$ cat src/rtl/mat_scan_sched.sv
// mat_scan_sched: round-robin scheduler that shares one mat_scan zigzag unit
// among N block sources. Each grant is one 64-beat raster burst; scanner
// output is tagged with the source ID of the block it belongs to, and a credit
// counter bounds the number of blocks held inside the scanner.
//
// Transfer semantics: there is no backpressure anywhere on this block. A beat
// is transferred in every cycle its valid is high (gnt[k] towards source k,
// scan_vld_in towards the scanner, scan_vld_out from the scanner, out_vld
// downstream). Sources must therefore supply a sample in every granted cycle,
// and the consumer of out_* must accept every beat.
module mat_scan_sched #(
    parameter int N            = 2,
    parameter int DW           = 10,
    parameter int MAX_INFLIGHT = 2,
    parameter int GAP          = 0
) (
    input  logic            clk,
    input  logic            rst,
    input  logic            en,
    input  logic [N-1:0]    req,
    output logic [N-1:0]    gnt,
    input  logic [N*DW-1:0] src_din,
    output logic            scan_vld_in,
    output logic [DW-1:0]   scan_din,
    input  logic            scan_vld_out,
    input  logic [DW-1:0]   scan_dout,
    output logic            out_vld,
    output logic [DW-1:0]   out_data,
    output logic [2:0]      out_src,
    output logic            out_last,
    output logic [2:0]      inflight,
    output logic            busy,
    output logic            err
);

    typedef enum logic [1:0] {
        ST_IDLE  = 2'd0,
        ST_BURST = 2'd1,
        ST_GAP   = 2'd2
    } state_t;

    localparam logic [3:0] GAP_LAST = (GAP > 0) ? 4'(GAP - 1) : 4'd0;
    localparam logic [1:0] PTR_LAST = 2'(MAX_INFLIGHT - 1);
    localparam logic [2:0] CREDITS  = 3'(MAX_INFLIGHT);

    state_t          state;
    state_t          state_nxt;
    logic [5:0]      beat;
    logic [3:0]      gap_cnt;
    logic [2:0]      cur_src;     // current / most recent winner, also the RR pointer
    logic            arb_found;
    logic [2:0]      arb_idx;
    logic            can_grant;
    logic            grant;       // a new burst starts on the next edge
    logic            pop;         // last beat of the head block leaves this cycle
    logic            fifo_empty;
    logic [DW-1:0]   sel_din;
    logic [5:0]      out_cnt;
    logic [2:0]      fifo_mem [0:3];
    logic [1:0]      wr_ptr;
    logic [1:0]      rd_ptr;

    function automatic logic [1:0] ptr_next(input logic [1:0] p);
        return (p == PTR_LAST) ? 2'd0 : p + 2'd1;
    endfunction

    // Round-robin search: first requester above the last winner, then wrap.
    always_comb begin
        arb_found = 1'b0;
        arb_idx   = '0;
        for (int k = 0; k < N; k++) begin
            if (!arb_found && req[k] && (3'(k) > cur_src)) begin
                arb_found = 1'b1;
                arb_idx   = 3'(k);
            end
        end
        for (int k = 0; k < N; k++) begin
            if (!arb_found && req[k] && (3'(k) <= cur_src)) begin
                arb_found = 1'b1;
                arb_idx   = 3'(k);
            end
        end
    end

    assign can_grant  = en && arb_found && (inflight < CREDITS);
    assign fifo_empty = (inflight == 3'd0);
    assign pop        = scan_vld_out && !fifo_empty && (out_cnt == 6'd63);
    assign busy       = (state == ST_BURST) || (inflight != 3'd0);

    // Next-state logic; arbitration runs only in IDLE or on the last beat.
    always_comb begin
        state_nxt = state;
        grant     = 1'b0;
        case (state)
            ST_IDLE: begin
                if (can_grant) begin
                    grant     = 1'b1;
                    state_nxt = ST_BURST;
                end
            end
            ST_BURST: begin
                if (beat == 6'd63) begin
                    if (GAP > 0) begin
                        state_nxt = ST_GAP;
                    end else if (can_grant) begin
                        grant     = 1'b1;
                        state_nxt = ST_BURST;
                    end else begin
                        state_nxt = ST_IDLE;
                    end
                end
            end
            ST_GAP: begin
                if (gap_cnt == GAP_LAST) begin
                    state_nxt = ST_IDLE;
                end
            end
            default: state_nxt = ST_IDLE;
        endcase
    end

    // Grant is a decode of the burst state and the winner register.
    always_comb begin
        gnt     = '0;
        sel_din = '0;
        for (int k = 0; k < N; k++) begin
            gnt[k] = (state == ST_BURST) && (cur_src == 3'(k));
            if (cur_src == 3'(k)) begin
                sel_din = src_din[k*DW +: DW];
            end
        end
    end

    // FSM state, beat counter, gap counter and winner register.
    always_ff @(posedge clk or posedge rst) begin
        if (rst) begin
            state   <= ST_IDLE;
            beat    <= '0;
            gap_cnt <= '0;
            cur_src <= 3'(N - 1);
        end else begin
            state <= state_nxt;
            if (grant) begin
                beat    <= '0;
                cur_src <= arb_idx;
            end else if (state == ST_BURST) begin
                beat <= beat + 6'd1;
            end
            if (state == ST_GAP) begin
                gap_cnt <= gap_cnt + 4'd1;
            end else begin
                gap_cnt <= '0;
            end
        end
    end

    // One-stage pipeline from the granted source into the scanner.
    always_ff @(posedge clk or posedge rst) begin
        if (rst) begin
            scan_vld_in <= 1'b0;
            scan_din    <= '0;
        end else begin
            scan_vld_in <= (state == ST_BURST);
            if (state == ST_BURST) begin
                scan_din <= sel_din;
            end
        end
    end

    // Credits: taken at burst start, returned when the block's last beat leaves.
    always_ff @(posedge clk or posedge rst) begin
        if (rst) begin
            inflight <= '0;
        end else begin
            case ({grant, pop})
                2'b10:   inflight <= inflight + 3'd1;
                2'b01:   inflight <= inflight - 3'd1;
                default: inflight <= inflight;
            endcase
        end
    end

    // Source-ID FIFO; occupancy equals inflight, so no separate count is kept.
    always_ff @(posedge clk or posedge rst) begin
        if (rst) begin
            wr_ptr <= '0;
            rd_ptr <= '0;
            for (int i = 0; i < 4; i++) begin
                fifo_mem[i] <= '0;
            end
        end else begin
            if (grant) begin
                fifo_mem[wr_ptr] <= arb_idx;
                wr_ptr           <= ptr_next(wr_ptr);
            end
            if (pop) begin
                rd_ptr <= ptr_next(rd_ptr);
            end
        end
    end

    // Register scanner output with its tag; orphan output beats raise err.
    always_ff @(posedge clk or posedge rst) begin
        if (rst) begin
            out_vld  <= 1'b0;
            out_data <= '0;
            out_src  <= '0;
            out_last <= 1'b0;
            out_cnt  <= '0;
            err      <= 1'b0;
        end else begin
            out_vld  <= 1'b0;
            out_last <= 1'b0;
            if (scan_vld_out) begin
                if (fifo_empty) begin
                    err <= 1'b1;
                end else begin
                    out_vld  <= 1'b1;
                    out_data <= scan_dout;
                    out_src  <= fifo_mem[rd_ptr];
                    out_last <= (out_cnt == 6'd63);
                    out_cnt  <= out_cnt + 6'd1;
                end
            end
        end
    end

endmodule

$ cat config.mk
export PLATFORM = sky130hd
export DESIGN_NAME = mat_scan_sched
export DESIGN_NICKNAME = d
export VERILOG_FILES = /design/src/rtl/mat_scan_sched.sv
export SDC_FILE = /design/constraint.sdc
export NUM_CORES = 1
export LEC_CHECK = 0
export CAP_MARGIN = 20
export CORE_UTILIZATION = 42
export DETAILED_ROUTE_END_ITERATION = 12
export HOLD_SLACK_MARGIN = 0.12
export PLACE_DENSITY = 0.76
export SKIP_CTS_REPAIR_TIMING = 1
export SLEW_MARGIN = 25
export SYNTH_ARGS = -nofsm -noshare
export SYNTH_HDL_FRONTEND = slang
export SYNTH_SLANG_ARGS = --single-unit
$ cat constraint.sdc
create_clock -name clk -period 2.34 [get_ports clk]
set_clock_uncertainty 0.2 [all_clocks]
set_input_delay 0.702 -clock clk [delete_from_list [all_inputs] [get_ports clk]]
set_output_delay 0.702 -clock clk [all_outputs]
set_load 0.02 [all_outputs]
==> impl_metrics.tcl, run 1 <==
set metrics [dict create \
    synth.most_common_cell "dfrtp_1" \
    cap_viol_max_count 0 \
    chipWidth_um 74.7 \
    utilization_pct 65.7 \
    grt_pass1_wl_um 6930 \
    yosys-top-cells-count "49 x dfrtp_1, 43 x nand2_1, 16 x nor2_1, 13 x a21oi_1, 12 x mux2i_1" \
    netlist_top_cells_area "dfrtp_1 55%, nand2_1 7.3%, mux2i_1 5.4%, a21oi_1 2.9%, nor2_1 2.7%" \
    fin_crit_ns 2.23 \
    area_growth_pct 51.3 \
    start_util_pct 43.4 \
    rows 26 \
    port_buffers 66 \
    syn_area_per_cell_um2 10.7 \
    multi_input_area_um2 962 \
    vias 1735 \
    fin_nets 336 \
    grt_max_degree 21 \
    via_per_inst 4.73 \
    crit_type "reg -> reg" \
    setup_viol_count_final 0 \
    cp-start-kind "register" \
    fillers 413 \
    rsz0062_at_grt "no" \
    seq_area_um2 1250 \
    cp_max_fo 4 \
    stdcell_count 367 \
    tns_ns 0 \
    synth.distinct_cells 41 \
    drt-pass1-iter-count 8 \
    clock_path_buffers 2 \
    worstPathRequired_ns 2.34 \
    yosysSeqAreaShare_pct 56.5 \
    crit_path_top_delay_cell "dfrtp_1" \
    postRouteWirelength_um 4350 \
    cts_sinks 50 \
    slew_violations 0 \
    dp_hpwl_um 3350 \
    postPlaceCellArea_um2 3150 \
    num_antenna_cells 0 \
    drtAntennaViolNets 0 \
    layout-drive-gt1-share_pct 18.9 \
    dieArea_um2 5570 \
    clockRootBuffer "clkbuf_8" \
    vdd_drop_max_mv 0.548 \
    synthArstFlopShare_pct 100 \
    p_per_area_nw_per_um2 920 \
    p_leak_uw 0.00157 \
    coreArea_um2 5110 \
    worst_setup_path_end_kind "register" \
    synth-edff-count 0 \
    synth_top_area_share_pct 55.3 \
    clk_pin_slew_ns 0.09 \
    place_inst 358 \
    run_status "complete, but fails checks" \
    finalCritPeriodShare_pct 95.1 \
    cp_cell_sequence "ha_2 -> nand3_2 -> o21a_4 -> nor2_4 -> inv_2 -> ha_4 -> inv_2 -> fa_2 -> xor2_1 -> nor2_1 -> xor2_1" \
    ioPinCount 69 \
    cts-buffers-inserted 5 \
    hold_class "reg -> reg" \
    grt_pass1_vias 1581 \
    drc 1 \
    syn_area_um2 2220 \
    yosysTopAreaCell "dfrtp_1" \
    synth_cells 208 \
    fmax_mhz 449 \
    die_y_um 74.7 \
    initialDrtViolationCount 19 \
    antenna_found_initial 0 \
    critical_path.max_stage_delay_ns 0.38 \
    failed_checks "design-rule violations" \
    stdcell_area_um2 3350 \
    cts_tree "yes" \
    synthFlopType "dfrtp_1" \
    cts_max_level 2 \
    clk_latency_ns 0.30 \
    worstPathArrival_ns 2.22 \
    wl_per_cell_um 11.8 \
    track_usage_pct 16.7 \
    ys_ff_latch 50 \
    hold_violations 0 \
    ys_warn_count 0 \
    holdWs_ns 0.269 \
    grt_overflow 0 \
    routabilityCongestion 0.828 \
]
through the flow:
stage | worst slack, ns | power (uW)
after floorplan | -0.0918 | 1850
after global placement | -0.510 | 2360
after detailed placement | -0.570 | 2390
after CTS | -0.260 | 3110
after global routing | 0.00738 | 3280
final | 0.114 | 3090
path summary, 6_finish.rpt:
kind,start,to,slack [ns],cells after the start
setup / recovery,beat[1],inflight[2],0.11,11
hold / removal,err,err,0.27,1
min in group asynchronous,rst,out_data[9],0.48,2
max in group asynchronous,rst,cur_src[0],0.97,3
setup reg to reg,beat[1],inflight[2],0.11,11
hold reg to reg,err,err,0.27,1
final cells by class:
class	instances	area share [%]
Timing Repair Buffer	90	26.6
Sequential cell	50	37.4
Tap cell	70	2.61
Clock buffer	5	2.05
Inverter	6	0.671
Clock inverter	3	2.05
Multi-Input combinational cell	143	28.7
cells in the final DEF (no fill, tap or decap), types with 2 or more instances in the layout:
master           count
clkdlybuf4s50_1     56
dfrtp_1             48
nand2_1             43
buf_4               20
nor2_1              14
a21oi_1             13
mux2i_1             12
dlymetal6s2s_1       9
xnor2_1              6
xor2_1               5
clkbuf_8             5
inv_2                4
o21ai_0              4
mux2_2               4
nand4_1              3
a21boi_0             3
or3_1                3
nor2b_1              3
and2_1               2
inv_1                2
nand3_1              2
conb_1               2
bufinv_16            2
buf_6                2
buf_12               2
worst max-delay path: cells and delay by family, from the launching register on:
kind | cells | cell delay (ns)
fa+ha+maj | 3 | 0.58
flops | 1 | 0.38
simple gates | 3 | 0.30
xor+xnor | 2 | 0.32
buf+inv | 2 | 0.11
compound gates | 1 | 0.23
registers in the layout, summed over array words and instances, names as in the netlist, 2 cells and up:
| name | count |
|---|---|
| inflight | 3 |
| fifo_mem | 4 |
| out_data | 10 |
| rd_ptr | 2 |
| beat | 6 |
| out_cnt | 6 |
| scan_din | 10 |
| wr_ptr | 2 |
metal layers:
metal,vias to the layer above,share of wire (%),global-route usage [%]
li1,873,-,-
met1,802,45,21.6
met2,48,48,26.7
met3,12,4.0,3.35
met4,0,2.5,8.60
met5,-,0,0
logic make-up (layout without fill, tap and decap cells):
kind of cell	count (synthesis)	in the layout	synth area share [%]
and+or+nand+nor	82	82	17.1
muxes	18	18	8.97
buffers and inverters	16	104	3.05
adders and majority gates	4	4	2.60
DFF	50	50	56.5
other	1	2	0.169
xor gates and xnor gates	11	11	4.35
AOI/OAI and AO/OA	26	26	7.28
power by group:
| group | internal [uW] | leakage [uW] | switching, uW |
|---|---|---|---|
| logic | 584 | 0.000890 | 567 |
| registers | 1080 | 0.000613 | 145 |
| clock network | 428 | 0.0000683 | 286 |
(Power assumes the default switching activity.)
==> run 2, diff against run 1 <==
CTS_CLUSTER_DIAMETER = 30   (was unset)
==> results of run 2 <==
No change in the layout: final DEF, timing and power equal those of run 1.
